$ cat src/rtl/ddr_cmd_pkg.sv
// Shared command codes and FSM state encoding for the DDR3 command engine.
package ddr_cmd_pkg;

    localparam logic [3:0] CMD_RD = 4'b0011;
    localparam logic [3:0] CMD_WR = 4'b0100;

    typedef enum logic [2:0] {
        ST_INIT_DLY,
        ST_INIT_REQ,
        ST_IDLE,
        ST_ISSUE,
        ST_WR_DATA
    } state_t;

    function automatic logic cmd_legal(input logic [3:0] c);
        return (c == CMD_RD) || (c == CMD_WR);
    endfunction

endpackage

$ cat src/rtl/ddr_rd_tracker.sv
// Tracks reads accepted by the MC but not yet returned; optional watchdog
// enabled by the DDR_RD_TIMEOUT_EN macro.
module ddr_rd_tracker #(
    parameter int MAX_RD_OUT = 4,
    parameter int RD_TIMEOUT = 1024
) (
    input  logic clk_133M,
    input  logic rst_133M,
    input  logic rd_issue,
    input  logic rd_return,
    output logic full,
    output logic ret_accept,
    output logic underflow,
    output logic wd_fire,
    output logic rd_timeout
);

    if (MAX_RD_OUT < 2 || MAX_RD_OUT > 15 || RD_TIMEOUT < 2) begin : g_param_check
        $error("ddr_rd_tracker: parameter out of range");
    end

    logic [3:0] out_cnt;
    logic       dec;

    // A return landing in the same cycle as a read accept pairs with it.
    assign ret_accept = rd_return & ((out_cnt != 4'd0) | rd_issue);
    assign underflow  = rd_return & (out_cnt == 4'd0) & ~rd_issue;
    assign full       = (out_cnt == 4'(MAX_RD_OUT));
    assign dec        = ret_accept | wd_fire;

    always_ff @(posedge clk_133M or posedge rst_133M) begin
        if (rst_133M) begin
            out_cnt <= 4'd0;
        end else begin
            case ({rd_issue, dec})
                2'b10:   out_cnt <= out_cnt + 4'd1;
                2'b01:   out_cnt <= out_cnt - 4'd1;
                default: out_cnt <= out_cnt;
            endcase
        end
    end

`ifdef DDR_RD_TIMEOUT_EN
    localparam int WD_W = $clog2(RD_TIMEOUT + 1);
    logic [WD_W-1:0] wd_cnt;

    // Synthesised zero-data return keeps the upstream FIFO aligned with issues.
    assign wd_fire = (out_cnt != 4'd0) & ~rd_return & (wd_cnt == WD_W'(RD_TIMEOUT - 1));

    always_ff @(posedge clk_133M or posedge rst_133M) begin
        if (rst_133M) begin
            wd_cnt     <= '0;
            rd_timeout <= 1'b0;
        end else begin
            if (out_cnt == 4'd0 || rd_return || wd_fire)
                wd_cnt <= '0;
            else
                wd_cnt <= wd_cnt + 1'b1;
            if (wd_fire)
                rd_timeout <= 1'b1;
        end
    end
`else
    assign wd_fire    = 1'b0;
    assign rd_timeout = 1'b0;
`endif

endmodule

$ cat src/rtl/ddr_cmd_engine.sv
// Executes read/write commands against the DDR3 MC native port and sequences
// MC initialisation. Optional read watchdog: DDR_RD_TIMEOUT_EN.
module ddr_cmd_engine
    import ddr_cmd_pkg::*;
#(
    parameter int ADDR_W     = 25,
    parameter int DATA_W     = 128,
    parameter int MAX_RD_OUT = 4,
    parameter int INIT_DLY   = 16,
    parameter int RD_TIMEOUT = 1024
) (
    input  logic              clk_133M,
    input  logic              rst_133M,
    input  logic [3:0]        cmd,
    input  logic              cmd_valid,
    input  logic [ADDR_W-1:0] ddr_address,
    input  logic [DATA_W-1:0] ddr_wr_data,
    output logic              cmd_busy,
    output logic [DATA_W-1:0] ddr_rd_data,
    output logic              ddr_data_valid,
    output logic              init_done,
    output logic              cmd_err,
    output logic              mc_init_start,
    input  logic              mc_init_done,
    output logic [3:0]        mc_cmd,
    output logic              mc_cmd_valid,
    output logic [ADDR_W-1:0] mc_addr,
    input  logic              mc_cmd_rdy,
    input  logic              mc_datain_rdy,
    output logic [DATA_W-1:0] mc_write_data,
    input  logic [DATA_W-1:0] mc_read_data,
    input  logic              mc_read_data_valid,
    output logic              rd_timeout
);

    localparam int DLY_W = $clog2(INIT_DLY + 1);

    state_t           state;
    logic [DLY_W-1:0] dly_cnt;
    logic             rd_issue;
    logic             rd_full;
    logic             ret_accept;
    logic             underflow;
    logic             wd_fire;
    logic             accept;
    logic             err_set;

    assign cmd_busy = (state != ST_IDLE) | rd_full | ~init_done;
    assign accept   = cmd_valid & ~cmd_busy & cmd_legal(cmd);
    assign err_set  = (cmd_valid & (cmd_busy | ~cmd_legal(cmd))) | underflow;
    assign rd_issue = (state == ST_ISSUE) & mc_cmd_rdy & (mc_cmd == CMD_RD);

    ddr_rd_tracker #(
        .MAX_RD_OUT(MAX_RD_OUT),
        .RD_TIMEOUT(RD_TIMEOUT)
    ) u_rd_tracker (
        .clk_133M  (clk_133M),
        .rst_133M  (rst_133M),
        .rd_issue  (rd_issue),
        .rd_return (mc_read_data_valid),
        .full      (rd_full),
        .ret_accept(ret_accept),
        .underflow (underflow),
        .wd_fire   (wd_fire),
        .rd_timeout(rd_timeout)
    );

    always_ff @(posedge clk_133M or posedge rst_133M) begin
        if (rst_133M) begin
            state          <= ST_INIT_DLY;
            dly_cnt        <= '0;
            mc_init_start  <= 1'b0;
            init_done      <= 1'b0;
            mc_cmd_valid   <= 1'b0;
            mc_cmd         <= 4'd0;
            mc_addr        <= '0;
            mc_write_data  <= '0;
            cmd_err        <= 1'b0;
            ddr_data_valid <= 1'b0;
            ddr_rd_data    <= '0;
        end else begin
            ddr_data_valid <= ret_accept | wd_fire;
            if (ret_accept)
                ddr_rd_data <= mc_read_data;
            else if (wd_fire)
                ddr_rd_data <= '0;
            if (err_set)
                cmd_err <= 1'b1;

            case (state)
                ST_INIT_DLY: begin
                    if (dly_cnt == DLY_W'(INIT_DLY - 1)) begin
                        mc_init_start <= 1'b1;
                        state         <= ST_INIT_REQ;
                    end else begin
                        dly_cnt <= dly_cnt + 1'b1;
                    end
                end
                ST_INIT_REQ: begin
                    if (mc_init_done) begin
                        mc_init_start <= 1'b0;
                        init_done     <= 1'b1;
                        state         <= ST_IDLE;
                    end
                end
                ST_IDLE: begin
                    if (accept) begin
                        mc_cmd        <= cmd;
                        mc_addr       <= ddr_address;
                        mc_write_data <= ddr_wr_data;
                        mc_cmd_valid  <= 1'b1;
                        state         <= ST_ISSUE;
                    end
                end
                ST_ISSUE: begin
                    if (mc_cmd_rdy) begin
                        mc_cmd_valid <= 1'b0;
                        state        <= (mc_cmd == CMD_RD) ? ST_IDLE : ST_WR_DATA;
                    end
                end
                ST_WR_DATA: begin
                    if (mc_datain_rdy)
                        state <= ST_IDLE;
                end
                default: state <= ST_INIT_DLY;
            endcase
        end
    end

endmodule

$ cat config.mk
export PLATFORM = sky130hd
export DESIGN_NAME = ddr_cmd_engine
export DESIGN_NICKNAME = d
export VERILOG_FILES = /design/src/rtl/ddr_cmd_pkg.sv /design/src/rtl/ddr_rd_tracker.sv /design/src/rtl/ddr_cmd_engine.sv
export SDC_FILE = /design/constraint.sdc
export NUM_CORES = 1
export LEC_CHECK = 0
export ABC_AREA = 1
export CORE_AREA = 2 2 224 226
export CTS_CLUSTER_DIAMETER = 80
export DETAILED_ROUTE_END_ITERATION = 7
export DIE_AREA = 0 0 226 228
export GPL_TIMING_DRIVEN = 0
export HOLD_SLACK_MARGIN = 0.06
export PLACE_DENSITY = 0.55
export SYNTH_ARGS = -nofsm -noshare
export SYNTH_HDL_FRONTEND = slang
export SYNTH_HIERARCHICAL = 1
export SYNTH_SLANG_ARGS = --single-unit
$ cat constraint.sdc
create_clock -name clk_133M -period 18.4 [get_ports clk_133M]
set_clock_uncertainty 0.15 [all_clocks]
set_input_delay 3.68 -clock clk_133M [delete_from_list [all_inputs] [get_ports clk_133M]]
set_output_delay 3.68 -clock clk_133M [all_outputs]
set_load 0.05 [all_outputs]
==> results of run 1 <==
## cell usage in the layout, fill, tap and decap left out, drive strengths merged, types with 3 or more instances in the layout
master,instances
clkbuf,90
o21ai,136
clkinv,9
xor2,3
nand3,11
nor2,19
buf,30
nand2,634
dfrtp,302
inv,152
ha,5
xnor2,3
bufinv,4
clkdlybuf4s50,582
nor3,3
## stage by stage
step | total power [µW] | setup slack (ns)
after global placement | 2170 | 1.88
final | 2950 | 12.19
after CTS | 3000 | 12.10
after floorplan | 1680 | 6.34
after global routing | 3100 | 12.01
after detailed placement | 2180 | 11.77
## state kept, by name (all words and copies together), names as in the netlist
signal,cells
ddr_rd_data,128
mc_write_data,128
mc_addr,25
dly_cnt,5
mc_cmd,4
u_rd_tracker/out_cnt,4
state,3
cmd_err,1
ddr_data_valid,1
init_done,1
mc_cmd_valid,1
mc_init_start,1
## area by class of cell
type	count	area (µm²)	area share, %
sequential	302	7560	37.9
tap	672	841	4.22
clock buffer	55	1160	5.81
inverter	152	581	2.91
multi-input combinational	824	3410	17.1
clock inverter	14	183	0.916
buffer	63	320	1.61
timing repair buffer	584	5880	29.5
## critical path, stage by stage, from the launching register on
cell and delay [ns]:
dfrtp_1 0.44, nor4_1 0.33, inv_1 0.08, nand2_1 0.07, nor2_2 0.06, inv_1 0.05
clkdlybuf4s50_1 0.81
## where the power goes
part | switching (µW) | internal, µW
Combinational | 834 | 403
Clock | 300 | 495
Sequential | 98.0 | 824
## per-layer routing
layer  routed length [µm]  vias to the layer above
met1                17500                     5082
li1                     -                     5286
met2                21400                      322
met4                 1470                        0
met5                    0                        -
met3                 2830                       76
## path summary, 6_finish.rpt
| check | slack [ns] | startpoint | end | cells after the start |
|---|---|---|---|---|
| max in group asynchronous | 13.58 | rst_133M | mc_write_data[70] | 3 |
| min in group asynchronous | 3.33 | rst_133M | u_rd_tracker/out_cnt[2] | 2 |
| worst max-delay path | 12.19 | u_rd_tracker/out_cnt[0] | cmd_busy | 6 |
| worst min register to register | 0.32 | dly_cnt[3] | dly_cnt[3] | 1 |
| worst max register to register | 15.29 | state[0] | ddr_rd_data[84] | 12 |
| worst min-delay path | 0.32 | dly_cnt[3] | dly_cnt[3] | 1 |
## kinds of logic after synthesis
kind of cell	synth area share (%)
xor+xnor	0.443
fa+ha+maj	0.527
compound gates	5.91
buf+inv	7.53
simple gates	21.7
mux	0.0949
other cells	0.0316
flops	63.7
==> results.yml, run 1 <==
route:
  first_pass_iters: 4
  drcViolationCount: 0
  drtIter0Drc: 652
  ant_nets: 0
  num_vias: 10800
  drt-total-wl_um: 43200
  via_per_inst: 4.04
  wl_per_cell_um: 16.2
cells_and_area:
  post-route-util_pct: 40.4
  nNetsFinal: 2263
  fillerInstances: 4906
  drive_gt1_share_pct: 5.27
  design_area_um2: 19900
  synthToLayoutAreaGrowth_pct: 68.1
  diodes: 0
  final_cells: 2666
timing:
  worst-slew-pin-transition_ns: 0.712
  rsz0062_at_grt: "no"
  setup_viol: 0
  fmax_ghz: 0.161
  slew_headroom_pct: 52.5
  fin_crit_sh_pct: 33.7
  hold_violations: 0
  finalCriticalPeriod_ns: 6.21
  holdWs_ns: 0.322
  finalSetupTns_ns: 0
  drv_slew: 0
job:
  maxCapViolations: 0
logic_synthesis:
  synth_seq_cells: 302
  synth_cell_types: 29
  synthFlopType: "dfrtp_1"
  synth_area_um2: 11900
  synthTopCellsByArea: "dfrtp_1, nand2_1, o21ai_0"
  synthCells: 1340
  synth-edff-count: 0
  async_flop_share_pct: 100
  seq_area_frac_synth_pct: 63.7
  synth_commonest_cells: "nand2_1, dfrtp_1, inv_1"
  synth.avg_cell_area_um2: 8.85
  yosys.area.top_type: "dfrtp_1"
  yosysMostFrequentCell: "nand2_1"
  synth_top_area_share_pct: 63.7
  ys_warn_count: 6
placed_design:
  dpl_cell_area_um2: 18600
  hpwl_um: 32800
  gp_congestion: 0.914
  port_buffers: 582
  placed_cells: 2597
clocking:
  clk_latency_ns: 0.53
  cts_resized: 0
  cts.sinks: 302
  cts_tree: "yes"
  ctsHoldBuffers: 0
  cts_root_buf: "clkbuf_16"
  cts_buffers: 39
  post_cts_buffers: 0
  htree_levels: 2
  clk_path_buf_depth: 3
  clk_pin_slew_worst_paths_ns: 0.05
grt:
  grt_util_met3_pct: 4.39
  grt-ovfl-total: 0
  use_met2_pct: 28.8
  grt_max_degree: 122
  busiest_layer: "met2"
  grt_pass1_wl_um: 66500
  grt_use_met1_pct: 20.0
  antenna_found_initial: 0
  grt_pass1_vias: 11400
  grt_usage_pct: 16.8
floorplan:
  die_h_um: 228
  die_w_um: 226
  rows: 82
  coreArea_um2: 49300
  dieArea_um2: 51500
  initial_utilization_pct: 24.0
  design.portCount: 584
outcome:
  outcome: "complete, no violations"
pwr:
  peakVddDrop_uv: 58.9
  p_per_area_nw_per_um2: 148
  power.leakage_uw: 0.00950
min_path:
  hold_path.class: "flip-flop to flip-flop"
critical_path:
  crit_fanout: 5
  cp_data_arrival_time_ns: 2.38
  cp-end-kind: "output port"
  cp.required_ns: 14.57
  startpoint_type: "flip-flop"
  path_class: "flip-flop to output port"
No activity file was read; power rests on OpenSTA's default activity.
==> run 2, diff against run 1 <==
--- a/config.mk
+++ b/config.mk
@@ -6,13 +6,13 @@
 export NUM_CORES = 1
 export LEC_CHECK = 0
 export ABC_AREA = 1
-export CORE_AREA = 2 2 224 226
+export CORE_AREA = 2 2 225 227
 export CTS_CLUSTER_DIAMETER = 80
 export DETAILED_ROUTE_END_ITERATION = 7
-export DIE_AREA = 0 0 226 228
+export DIE_AREA = 0 0 227 229
 export GPL_TIMING_DRIVEN = 0
 export HOLD_SLACK_MARGIN = 0.06
-export PLACE_DENSITY = 0.55
+export PLACE_DENSITY = 0.54
 export SYNTH_ARGS = -nofsm -noshare
 export SYNTH_HDL_FRONTEND = slang
 export SYNTH_HIERARCHICAL = 1
==> constraint.sdc (replaced) <==
create_clock -name clk_133M -period 6.1 [get_ports clk_133M]
set_clock_uncertainty 0.15 [all_clocks]
set_input_delay 1.22 -clock clk_133M [delete_from_list [all_inputs] [get_ports clk_133M]]
set_output_delay 1.22 -clock clk_133M [all_outputs]
set_load 0.05 [all_outputs]
==> run 2 against run 1 <==
Design area rose by 0.48%. Clock power grew to 3.0 times the previous value. Critical path depth is the same. Sequential power rose to 3.0 times the previous value. Die area up 0.88%. Sequential share of layout area is 0.18 points lower. Combinational power grew to 3.0 times the previous value. Critical endpoint unchanged. Largest cell class unchanged.
==> results.yml, run 2 (synthesized netlist as in run 1, its figures left out) <==
placed_design:
  place_ws_ns: 1.93
  port_buffers: 582
  gp_congestion: 0.872
  hpwl_um: 33100
  placed_cells: 2603
  dpl_cell_area_um2: 18700
grt:
  grt-ovfl-total: 0
  grt_usage_pct: 16.4
  grt_pass1_vias: 11100
  grt_pass1_wl_um: 65500
  grt_max_degree: 41
  antenna_found_initial: 3
clocking:
  cts_root_buf: "clkbuf_16"
  htree_levels: 2
  cts_resized: 0
  post_cts_buffers: 0
  clk_path_buf_depth: 3
  cts_buffers: 39
  ctsHoldBuffers: 0
  cts_tree: "yes"
  clk_pin_slew_worst_paths_ns: 0.05
  cts.sinks: 302
  clk_latency_ns: 0.54
pwr:
  p_per_area_nw_per_um2: 443
  peakVddDrop_uv: 232
  switchingPower_uw: 3690
  seq_power_share_pct: 31.4
  switching_share_pct: 41.6
  internal-power_uw: 5180
  combinationalPowerShare_pct: 42.0
  clock_power_share_pct: 26.6
  power.leakage_uw: 0.00954
cells_and_area:
  final_cell_mix: "nand2_1, clkdlybuf4s50_1, dfrtp_1, inv_1, o21ai_0"
  drive_gt1_share_pct: 5.50
  final_cells: 2674
  fillerInstances: 5037
  design_area_um2: 20000
  synthToLayoutAreaGrowth_pct: 68.9
  nNetsFinal: 2269
  final_common_cell: "nand2_1"
  post-route-util_pct: 40.3
  reg.largest.list: "ddr_rd_data x128, mc_write_data x128, mc_addr x25"
min_path:
  hold_path.class: "flip-flop to flip-flop"
  min_from: "mc_init_start"
  hold_depth: 2
  min_to: "mc_init_start"
critical_path:
  r2r_end: "ddr_rd_data[81]"
  cp.required_ns: 4.73
  crit-reg2reg-launch: "state[0]"
  cp-end-kind: "output port"
  path_class: "flip-flop to output port"
  cp_data_arrival_time_ns: 2.35
  reg2reg_depth: 12
  startpoint_type: "flip-flop"
  crit_fanout: 5
  rrSetupSlack_ns: 3.00
route:
  drtIter0Drc: 446
  drcViolationCount: 0
  drt-total-wl_um: 43100
  num_vias: 10700
  via_per_inst: 4.00
  ant_nets: 0
  first_pass_iters: 4
  wl_per_cell_um: 16.1
floorplan:
  die_w_um: 227
  die_h_um: 229
  design.portCount: 584
  initial_utilization_pct: 23.9
  dieArea_um2: 52000
  rows: 82
  coreArea_um2: 49700
timing:
  fmax_ghz: 0.269
  fin_crit_sh_pct: 61.0
  finalCriticalPeriod_ns: 3.72
  finalSetupTns_ns: 0
  hold_violations: 0
  setup_viol: 0
  rsz0062_at_grt: "no"
  worst-slew-pin-transition_ns: 0.694
  setup_ws_ns: 2.38
  drv_slew: 0
  slew_headroom_pct: 53.7
outcome:
  outcome: "complete, no violations"
job:
  maxCapViolations: 0
run 2: cell types whose count changed in the layout (fill, tap and decap cells not counted), sizes merged:
| cell | delta |
|---|---|
| diode | +2 |
| buf | +6 |
| clkbuf | +3 |
| clkinvlp | +1 |
| clkinv | -1 |
| inv | -2 |
| bufinv | -1 |
run 2: how the worst max path moves through the flow:
stage	cells after the start	startpoint	end	slack (ns)
finish	6	u_rd_tracker/out_cnt[0]	cmd_busy	2.38
global route	11	mc_cmd_rdy	ddr_rd_data[82]	2.24
CTS	6	u_rd_tracker/out_cnt[0]	cmd_busy	2.31
detailed placement	11	mc_cmd_rdy	ddr_rd_data[86]	1.93
global placement	2	rst_133M	mc_write_data[43]	-1.73
floorplan	1	rst_133M	cmd_err	0.77
run 2: through the flow:
step | power, µW | hold slack (ns)
2_1_floorplan | 5080 | 0.291
3_5_place_dp | 6570 | 0.311
3_3_place_gp | 6540 | 0.301
6_report | 8880 | 0.319
4_1_cts | 9000 | 0.322
5_1_grt | 9320 | 0.339
run 2: cell type report:
| type | count | area [µm²] | share of cell area, % |
|---|---|---|---|
| Tap cell | 672 | 841 | 4.20 |
| Inverter | 152 | 577 | 2.88 |
| Sequential cell | 302 | 7560 | 37.7 |
| Buffer | 63 | 320 | 1.60 |
| Antenna cell | 2 | 5.00 | 0.0250 |
| Multi-Input combinational cell | 824 | 3410 | 17.0 |
| Clock buffer | 58 | 1190 | 5.94 |
| Timing Repair Buffer | 590 | 5990 | 29.9 |
| Clock inverter | 11 | 140 | 0.700 |
run 2: worst max-delay path, stage by stage, from the launching register on:
cell and delay, ns:
dfrtp_1 0.44, nor4_1 0.31, inv_1 0.07, nand2_1 0.07
nor2_2 0.06, inv_1 0.05, clkdlybuf4s50_1 0.81
run 2: power groups by stage:
stage          registers [µW]  clock network (µW)  logic (µW)
6_report                 2790                2360        3730
5_1_grt                  2850                2520        3950
4_1_cts                  2790                2440        3770
3_5_place_dp             2810                   0        3760
3_3_place_gp             2800                   0        3740
2_1_floorplan            4390                   0         695
run 2: layer usage:
layer,track usage (%),part of all wire (%)
met1,19.6,40
met2,27.7,49
met3,4.59,7.1
met4,6.66,3.2
met5,0,0.021
==> run 3, diff against run 2 <==
==> constraint.sdc (replaced) <==
create_clock -name clk_133M -period 3.6 [get_ports clk_133M]
set_clock_uncertainty 0.15 [all_clocks]
set_input_delay 0.72 -clock clk_133M [delete_from_list [all_inputs] [get_ports clk_133M]]
set_output_delay 0.72 -clock clk_133M [all_outputs]
set_load 0.05 [all_outputs]
==> results of run 3 <==
The final DEF is identical to that of run 2. Status: complete, no violations.
Main changes from that run: setup slack after placement 1.93 ns -> -0.0704 ns; setup slack after layout 2.38 ns -> 0.378 ns; hold slack 0.319 ns -> 0.304 ns; register-to-register setup slack 3.00 ns -> 0.50 ns; total power 8880 µW -> 15000 µW; worst IR drop on VDD 232 µV -> 393 µV
==> RTL edit: new RTL, flow settings as in run 3 <==
The 5 states of `state_t` get a Gray code encoding in 3 bits.
--- a/src/rtl/ddr_cmd_pkg.sv
+++ b/src/rtl/ddr_cmd_pkg.sv
@@ -6,9 +6,9 @@
 
     typedef enum logic [2:0] {
-        ST_INIT_DLY,
-        ST_INIT_REQ,
-        ST_IDLE,
-        ST_ISSUE,
-        ST_WR_DATA
+        ST_INIT_DLY = 3'b000,
+        ST_INIT_REQ = 3'b001,
+        ST_IDLE     = 3'b011,
+        ST_ISSUE    = 3'b010,
+        ST_WR_DATA  = 3'b110
     } state_t;
 
Function: no difference found for any inputs over 10 cycles, from zero or initial values and one cycle with rst_133M high; not proved beyond that.
==> RTL edit against run 3 <==
  * Critical path depth did not move
  * Worst setup slack got worse by 0.0021 ns
  * First-iteration DRC count rose by 11%
  * Area after synthesis barely moved
  * Sequential cell count did not move
  * Register-to-register slack got worse by 0.05 ns
  * Combinational power rose by 31%
  * Power rose by 13%
  * Wire length fell by 0.62%
  * Final area fell by 1.0%
  * Via count rose by 1.2%
  * Worst hold slack improved by 0.020 ns
  * Critical path type unchanged
  * Highest routed layer is now met4
==> RTL edit: results (changes against run 3) <==
* Layout cells sized above 1 at 5.24% (was 5.50%)
* Worst hold margin at 0.324 ns (was 0.304 ns)
* Iter 0 DRT Violations at 496 (was 446)
* Rel. slew slack at 53.0% (was 53.7%)
* Initial antenna violation count at 0 (was 3)
* Mapped Cells at 1,335 (was 1,340)
* Vias per Instance at 4.08 (was 4.00)
* Nets at 2,262 (was 2,269)
* Routed wire length at 42,800 um (was 43,100 um)
* Seq pwr share at 30.4% (was 31.4%)
* Top cells by area, synth: dfrtp_1, nand2_1, o21ai_0, inv_1, clkbuf_1 (unchanged)
* Total GRT Usage at 16.2% (was 16.4%)
* Seq/Total Area, Yosys at 63.7% (about the same)
* Final worst-path cycle share at 89.6% (was 89.5%)
* Post-Place Worst Slack at 0.0138 ns (was -0.0704 ns)
* Number of CTS-inserted buffers at 37 (was 39)
* Clock Power at 3.53 mW (was 4.00 mW)
* Reg2Reg Setup Slack at 0.45 ns (was 0.50 ns)
* Post-synth top cells: nand2_1, dfrtp_1, inv_1 (unchanged)
* First-pass GRT wire length at 64,700 um (was 65,500 um)
* Fin cells at 2,657 (was 2,674)
* Synth Area in XOR/XNOR at 0.443% (about the same)
* Sw Ratio at 45.2% (was 41.6%)
* RD Place Congestion at 0.871 (was 0.872)
* Internal Power at 9.29 mW (was 8.78 mW)
* Status: completed (unchanged)
* Netlist cell types at 28 (was 29)
* Placed inst area at 18,700 sq um (about the same)
* Vias in the first global route at 11.1k (about the same)
* Clock Latency Late Sink at 0.52 ns (was 0.54 ns)
## RTL edit: changes by cell type after synthesis, moves of 2 or more
cell,delta
a21oi_1,+2
buf_2,+3
clkbuf_1,-3
inv_1,+3
inv_2,+2
nand2_1,-11
nand3_2,+4
nand4_1,+2
nor2_1,-4
## RTL edit: area by class of cell
cell class,count,area [sq um]
fillers,5050,29800
flip-flops and latches,302,7560
repair buffers,590,5990
multi-input cells,814,3390
clock buffers,53,1070
well taps,672,841
inverters,156,591
plain buffers,64,332
clock inverters,5,60.1
diodes,1,2.50
## RTL edit: routing by layer
metal	global-route usage [%]	vias to the layer above	share of wire (%)
met5	0	-	0
met4	5.86	0	3.0
met3	4.17	62	7.1
met2	27.8	361	50
met1	19.3	5117	40
li1	-	5289	-
## RTL edit: worst max-delay path, delay by kind of cell (launching register included)
kind	cells	cell delay [ns]
flip-flops	1	0.45
AND/OR/NAND/NOR	3	0.45
buffers and inverters	3	0.93
